### src/rtl/pkt_size_meter.sv
// Passive packet-stream tap: measures each packet's byte length and tags it with
// the flow sampled at SOP, and flags framing errors and oversize packets.
module pkt_size_meter #(
    parameter int DATA_BYTES = 8,
    parameter int EMPTY_W    = $clog2(DATA_BYTES),
    parameter int A_WIDTH    = 3
) (
    input  logic               clk,
    input  logic               rst,
    input  logic               st_valid_i,
    input  logic               st_ready_i,
    input  logic               st_sop_i,
    input  logic               st_eop_i,
    input  logic [EMPTY_W-1:0] st_empty_i,
    input  logic [A_WIDTH-1:0] st_flow_num_i,
    output logic [A_WIDTH-1:0] rx_flow_num_o,
    output logic [15:0]        pkt_size_o,
    output logic               pkt_size_ena_o,
    output logic               pkt_oversize_o,
    output logic               err_no_sop_o,
    output logic               err_sop_in_pkt_o,
    output logic [15:0]        drop_cnt_o
);

    typedef enum logic {IDLE, IN_PKT} state_t;

    state_t             state;
    logic [16:0]        acc;
    logic               sat;
    logic [A_WIDTH-1:0] cur_flow;

    logic        beat;
    logic [16:0] beat_bytes;
    logic [16:0] sum;
    logic        ovf;
    logic [15:0] drop_next;

    assign beat = st_valid_i & st_ready_i;

    // empty only shortens the final beat of a packet
    assign beat_bytes = st_eop_i ? 17'(DATA_BYTES) - 17'(st_empty_i)
                                 : 17'(DATA_BYTES);

    assign sum       = acc + beat_bytes;
    assign ovf       = sum > 17'h0FFFF;
    assign drop_next = (drop_cnt_o == 16'hFFFF) ? drop_cnt_o : drop_cnt_o + 16'd1;

    always_ff @(posedge clk or posedge rst) begin
        if (rst) begin
            state            <= IDLE;
            acc              <= '0;
            sat              <= 1'b0;
            cur_flow         <= '0;
            rx_flow_num_o    <= '0;
            pkt_size_o       <= '0;
            pkt_size_ena_o   <= 1'b0;
            pkt_oversize_o   <= 1'b0;
            err_no_sop_o     <= 1'b0;
            err_sop_in_pkt_o <= 1'b0;
            drop_cnt_o       <= '0;
        end else begin
            pkt_size_ena_o   <= 1'b0;
            pkt_oversize_o   <= 1'b0;
            err_no_sop_o     <= 1'b0;
            err_sop_in_pkt_o <= 1'b0;
            if (beat) begin
                if (st_sop_i) begin
                    // an SOP inside a packet abandons the open one unreported
                    if (state == IN_PKT) begin
                        err_sop_in_pkt_o <= 1'b1;
                        drop_cnt_o       <= drop_next;
                    end
                    cur_flow <= st_flow_num_i;
                    if (st_eop_i) begin
                        rx_flow_num_o  <= st_flow_num_i;
                        pkt_size_o     <= beat_bytes[15:0];
                        pkt_size_ena_o <= 1'b1;
                        acc            <= '0;
                        sat            <= 1'b0;
                        state          <= IDLE;
                    end else begin
                        acc   <= beat_bytes;
                        sat   <= 1'b0;
                        state <= IN_PKT;
                    end
                end else if (state == IDLE) begin
                    err_no_sop_o <= 1'b1;
                    drop_cnt_o   <= drop_next;
                end else begin
                    acc <= ovf ? 17'h0FFFF : sum;
                    sat <= sat | ovf;
                    if (st_eop_i) begin
                        rx_flow_num_o  <= cur_flow;
                        pkt_size_o     <= (sat | ovf) ? 16'hFFFF : sum[15:0];
                        pkt_oversize_o <= sat | ovf;
                        pkt_size_ena_o <= 1'b1;
                        state          <= IDLE;
                    end
                end
            end
        end
    end

endmodule

### config.mk
export PLATFORM = sky130hd
export DESIGN_NAME = pkt_size_meter
export DESIGN_NICKNAME = d
export VERILOG_FILES = /design/src/rtl/pkt_size_meter.sv
export SDC_FILE = /design/constraint.sdc
export NUM_CORES = 1
export LEC_CHECK = 0
export ABC_CLOCK_PERIOD_IN_PS = 6350
export CAP_MARGIN = 20
export CORE_AREA = 2 2 122 124
export CTS_BUF_LIST = sky130_fd_sc_hd__clkbuf_16
export CTS_CLUSTER_SIZE = 10
export DETAILED_ROUTE_END_ITERATION = 6
export DIE_AREA = 0 0 124 126
export DONT_BUFFER_PORTS = 1
export SYNTH_ARGS = -nofsm -noshare
export SYNTH_HDL_FRONTEND = slang
export SYNTH_SLANG_ARGS = --single-unit
export TNS_END_PERCENT = 30
### constraint.sdc
create_clock -name clk -period 6.35 [get_ports clk]
set_input_delay 0 -clock clk [delete_from_list [all_inputs] [get_ports clk]]
set_output_delay 0 -clock clk [all_outputs]
set_load 0.005 [all_outputs]
# Yosys cells after proc, flatten, opt, wreduce, memory -nomap -nowiden
# Index checks and enable logic that the tools add are counted.
classes:
  add_sub_neg: 3
  order_cmp: 1
  eq_ne: 3
  mux: 37
  n_bitwise: 2
  reduce_logical: 5
op_table:
  columns: ["op", "n"]
  rows:
  - ["$mux 16", 9]
  - ["$mux 17", 5]
  - ["$mux 1", 19]
  - ["$add 17x17->17", 1]
  - ["$gt 17x16->1 const B", 1]
  - ["$add 16x1->16 const B", 1]
  - ["$eq 16x16->1 const B", 1]
  - ["$mux 3", 4]
  - ["$reduce_and 3->1", 2]
  - ["$sub 4x3->5 const A", 1]
  - ["$reduce_and 2->1", 2]
  - ["$ne 2x1->1 const B", 1]
  - ["$ne 2x2->1 const B", 1]
  - ["$reduce_bool 2->1", 1]
  - ["$and 1x1->1", 1]
  - ["$or 1x1->1", 1]
word_totals:
  regBits: 61
  inputBits: 12

# Longest topological paths before layout
logic_depth:
  depth_word: 9
  depth_mapped: 12
  depth_no_buf: 11

# Worst setup path after synthesis
# Ideal clock, no wire load.
synth_timing:
  path_type: "in2reg"
  start: "input st_eop_i"
  end: "register acc[12]"
  setup_ns: 0.129
  arrival_ns: 2.282
  required_ns: 6.221
  setup_slack_ns: 3.939
  cell_stages: 11
  path_buffers: 3
  path_cell_list: "clkbuf_1 > clkbuf_1 > o31ai_1 > ha_1 > and3_1 > a41oi_1 > o31a_1 > buf_6 > or4_1 > o311ai_2 > o21ai_2"
synth_via:
  elab_chain_len: 6
  word_cells_on_any_way: 7
  cone_classes: "1 x add/sub; 1 x order compare; 5 x mux"
synth_rtl:
  columns: ["item", "line_no", "rtl"]
  rows:
  - ["from (decl)", "13", "input logic st_eop_i,"]
  - ["$mux 17", "41", "assign beat_bytes = st_eop_i ? 17'(DATA_BYTES) - 17'(st_empty_i)"]
  - ["$add 17x17->17", "44", "assign sum = acc + beat_bytes;"]
  - ["$gt 17x16->1", "45", "assign ovf = sum > 17'h0FFFF;"]
  - ["$mux 17", "90", "acc <= ovf ? 17'h0FFFF : sum;"]
  - ["$mux 17", "86", "end else if (state == IDLE) begin"]
  - ["$mux 17 (*)", "67", "if (st_sop_i) begin"]
  - ["to (signal assigned)", "82", "acc <= beat_bytes;"]
  - ["to (signal assigned)", "90", null]
  - ["to (decl)", "28", "logic [16:0] acc;"]
# Every way passes the cells marked *; elsewhere a longest branch is shown, timed or not. The select of a mux whose other input is x is not followed.
# A chain may end at the register's enable or synchronous reset.

# Worst setup path after layout
layout_timing:
  start: "register state"
  end: "register pkt_size_o[5]"
layout_via:
  elab_chain_len: 2
layout_rtl:
  columns: ["item", "line_no", "rtl"]
  rows:
  - ["from (decl)", "27", "state_t state;"]
  - ["from (signal assigned)", "50", "state <= IDLE;"]
  - ["from (signal assigned)", "80", "state <= IDLE;"]
  - ["from (signal assigned)", "84", "state <= IN_PKT;"]
  - ["$reduce_bool 2->1 (no source line)", null, null]
  - ["$reduce_and 3->1 (no source line)", null, null]
  - ["to (signal assigned)", "76", "pkt_size_o <= beat_bytes[15:0];"]
  - ["to (signal assigned)", "94", "pkt_size_o <= (sat | ovf) ? 16'hFFFF : sum[15:0];"]
  - ["to (decl)", "17", "output logic [15:0] pkt_size_o,"]
# No other way between the ends.

==> out/qor.csv <==
stage,metric,value,unit
run_status,status,completed,
synthesis,synth.top_cells.by_area,"dfrtp_1 46%, nand2_1 4.4%, xor2_1 3.1%",
setup_path,cp_max_fo,26,
floorplanning,fp-row-count,44,
route,routed_wl,9.13,mm
sta,hold_ws,0.0250,ns
sta,finClkSkew,0.0100,ns
floorplanning,io_pins,51,
sta,rsz0062_at_grt,false,
route,post-route-drc-count,0,
synthesis,ys_seq_area_share,45.6,%
clocking,cts_resized,0,
sta,finalMaxSlewViolations,0,
setup_path,reg2reg_to,pkt_size_o[5],
setup_path,r2r-start,state,
synthesis,synth_cells,346,
route,vias,2680,
global_routing,antenna_found_initial,0,
synthesis,synthesis.area,3350,um2
run,drv_cap,0,
synthesis,yosysUniqueCellTypes,56,
setup_path,ff2ff_path_depth,6,
setup_path,worstSetupStartpointType,flop,
placed_design,numPortBuffers,0,
floorplanning,start_util,23.4,%
floorplanning,dieArea,15600,um2
clocking,cts_sinks,61,
placed_design,place.gp.congestion,0.827,
power_and_ir_drop,ir_drop,0.138,mV
synthesis,synthFlopType,dfrtp_1,
synthesis,ys_top_cells_by_count,"61 x dfrtp_1, 39 x nand2_1, 20 x nand3_1, 20 x nor2_1, 16 x o21ai_0",
sta,report.final.hold_viol_count,0,
route,wire_per_inst,16.9,um
floorplanning,core_area,14300,um2
power_and_ir_drop,cellPowerDensity,298,nW/um2
global_routing,grt_max_degree,62,
global_routing,grt_usage,12.3,%
placed_design,dp_hpwl,6.24,mm
clocking,clockBufferDepth,2,
setup_path,required,6.60,ns
sta,setup_tns,0,ns
floorplanning,die_width,124,um
route,antenna_left,0,
worst_hold_path,hp-class,in -> reg,
layout,insertedDiodeCount,0,
setup_path,cp-end-kind,flop,
layout,nets,369,
clocking,cts_made_buffers,9,
route,vias_per_cell,4.95,
sta,slew-limit-headroom,33.5,%
placed_design,dp_cells,515,
clocking,worst_skew_pair.late_latency,0.34,ns
synthesis,async_flop_share,100,%
sta,finalCritPeriodShare,51.3,%
worst_hold_path,whs_endpoint,pkt_size_o[3],
layout,fin_cells,541,
clocking,cts_tree,built,
clocking,cts_root_buffer,clkbuf_16,
setup_path,path_class,reg -> reg,
synthesis,ys_ff_latch,61,
synthesis,synth_edf_count,0,
route,drt-pass1-iter-count,4,
synthesis,synth.top_cell.area_share,45.6,%
global_routing,grt_first_pass_wirelength,14.8,mm
sta,worstMarginPinSlew,0.994,ns
synthesis,synth_nets,363,
power_and_ir_drop,p_leak,0.00174,uW
synthesis,syn_area_per_cell,9.68,um2
clocking,path_clk_slew,0.06,ns
route,drtIter0Drc,225,
worst_hold_path,min-delay-start,st_empty_i[0],
floorplanning,die_h,126,um
sta,setup_violations,0,
layout,synthToLayoutAreaGrowth,17.3,%
layout,layout-drive-gt1-share,11.2,%
synthesis,yosysMostFrequentCell,dfrtp_1,
setup_path,arrival,3.51,ns
setup_path,reg2reg_slack,3.09,ns
synthesis,ys_warn_count,0,
worst_hold_path,whs_path_depth,4,
sta,min_period,3.26,ns
synthesis,yosys.area.top_type,dfrtp_1,
sta,max_freq,307,MHz
global_routing,grt-ovfl-total,0,
clocking,h-tree-depth,3,
global_routing,grt_pass1_vias,2733,
metrics by stage:
stage	cell area, um2	power (uW)	setup WS (ns)	util [%]
2_1_floorplan	3350	618	3.94	-
3_3_place_gp	3520	657	3.13	24.6
3_5_place_dp	3520	664	3.23	24.6
4_1_cts	3930	1180	3.18	27.4
5_1_grt	3930	1230	2.86	27.4
6_report	3930	1170	3.09	27.4
logic make-up after synthesis:
group           count (synthesis)  share of synthesized area [%]
buf+inv                        30                           3.77
compound gates                 86                           19.7
flops                          61                           45.6
fa+ha+maj                       5                           1.87
mux                            11                           3.44
xor+xnor                       24                           6.84
simple gates                  129                           18.8
what timing repair did:
action / in CTS / in global routing
hold buffers: 10 / 0
buffers inserted: 0 / 0
setup endpoints to repair: 0 / 0
endpoints found under the hold margin: 77 / 0
registers in the layout, indices dropped and copies added, names as in the netlist:
name and cells:
acc 17, drop_cnt_o 16, pkt_size_o 16, cur_flow 3, rx_flow_num_o 3, err_no_sop_o 1
err_sop_in_pkt_o 1, pkt_oversize_o 1, pkt_size_ena_o 1, sat 1, state 1
layout make-up:
class                      instances  area, um2
multi-input combinational        255       1700
tap                              184        230
fill                            1520      10400
timing repair buffer              12        115
sequential                        61       1530
clock inverter                     7       80.1
clock buffer                       9        225
inverter                          13       48.8
metal layers:
layer  global-route usage, %  routed length (um)  share of wire [%]
met5                       0                   0                  0
met4                    3.77                 162                1.8
met3                    6.66                1020                 11
met2                    18.2                4060                 44
met1                    15.3                3890                 43
where the power goes:
part	leakage, uW	internal [uW]	switching, uW	total (uW)
clock network	0.000149	310	200	509
logic	0.000801	74.0	84.3	158
registers	0.000793	439	64.5	504
worst max-delay path by stage:
stage | depth (start not counted) | slack, ns | startpoint | endpoint
after floorplan | 11 | 3.94 | st_eop_i | acc[12]
after global placement | 6 | 3.13 | state | pkt_size_o[5]
after detailed placement | 6 | 3.23 | state | pkt_size_o[5]
after CTS | 6 | 3.18 | state | pkt_size_o[5]
after global routing | 6 | 2.86 | state | pkt_size_o[5]
final | 6 | 3.09 | state | pkt_size_o[5]
cells in the final DEF (no fill, tap or decap), drive strengths merged, types with 7 or more instances in the layout:
| cell type | count |
|---|---|
| nor2 | 21 |
| o21ai | 20 |
| mux2i | 7 |
| clkbuf | 9 |
| nand2 | 39 |
| nand4 | 8 |
| nor3 | 14 |
| and3 | 9 |
| inv | 16 |
| dfrtp | 61 |
| a21oi | 13 |
| a31oi | 7 |
| xnor2 | 12 |
| nand3 | 20 |
| dlygate4sd3 | 10 |
| xor2 | 12 |
| o31a | 7 |
| a21o | 9 |
worst max-delay path, cell delays in order (launching register included):
cell,delay [ns]
dfrtp_1,0.39
nor2_1,0.07
nor2_1,0.54
nand2_1,0.75
nor2_1,1.01
o21ai_4,0.24
o211ai_1,0.15
(Power assumes the default switching activity.)
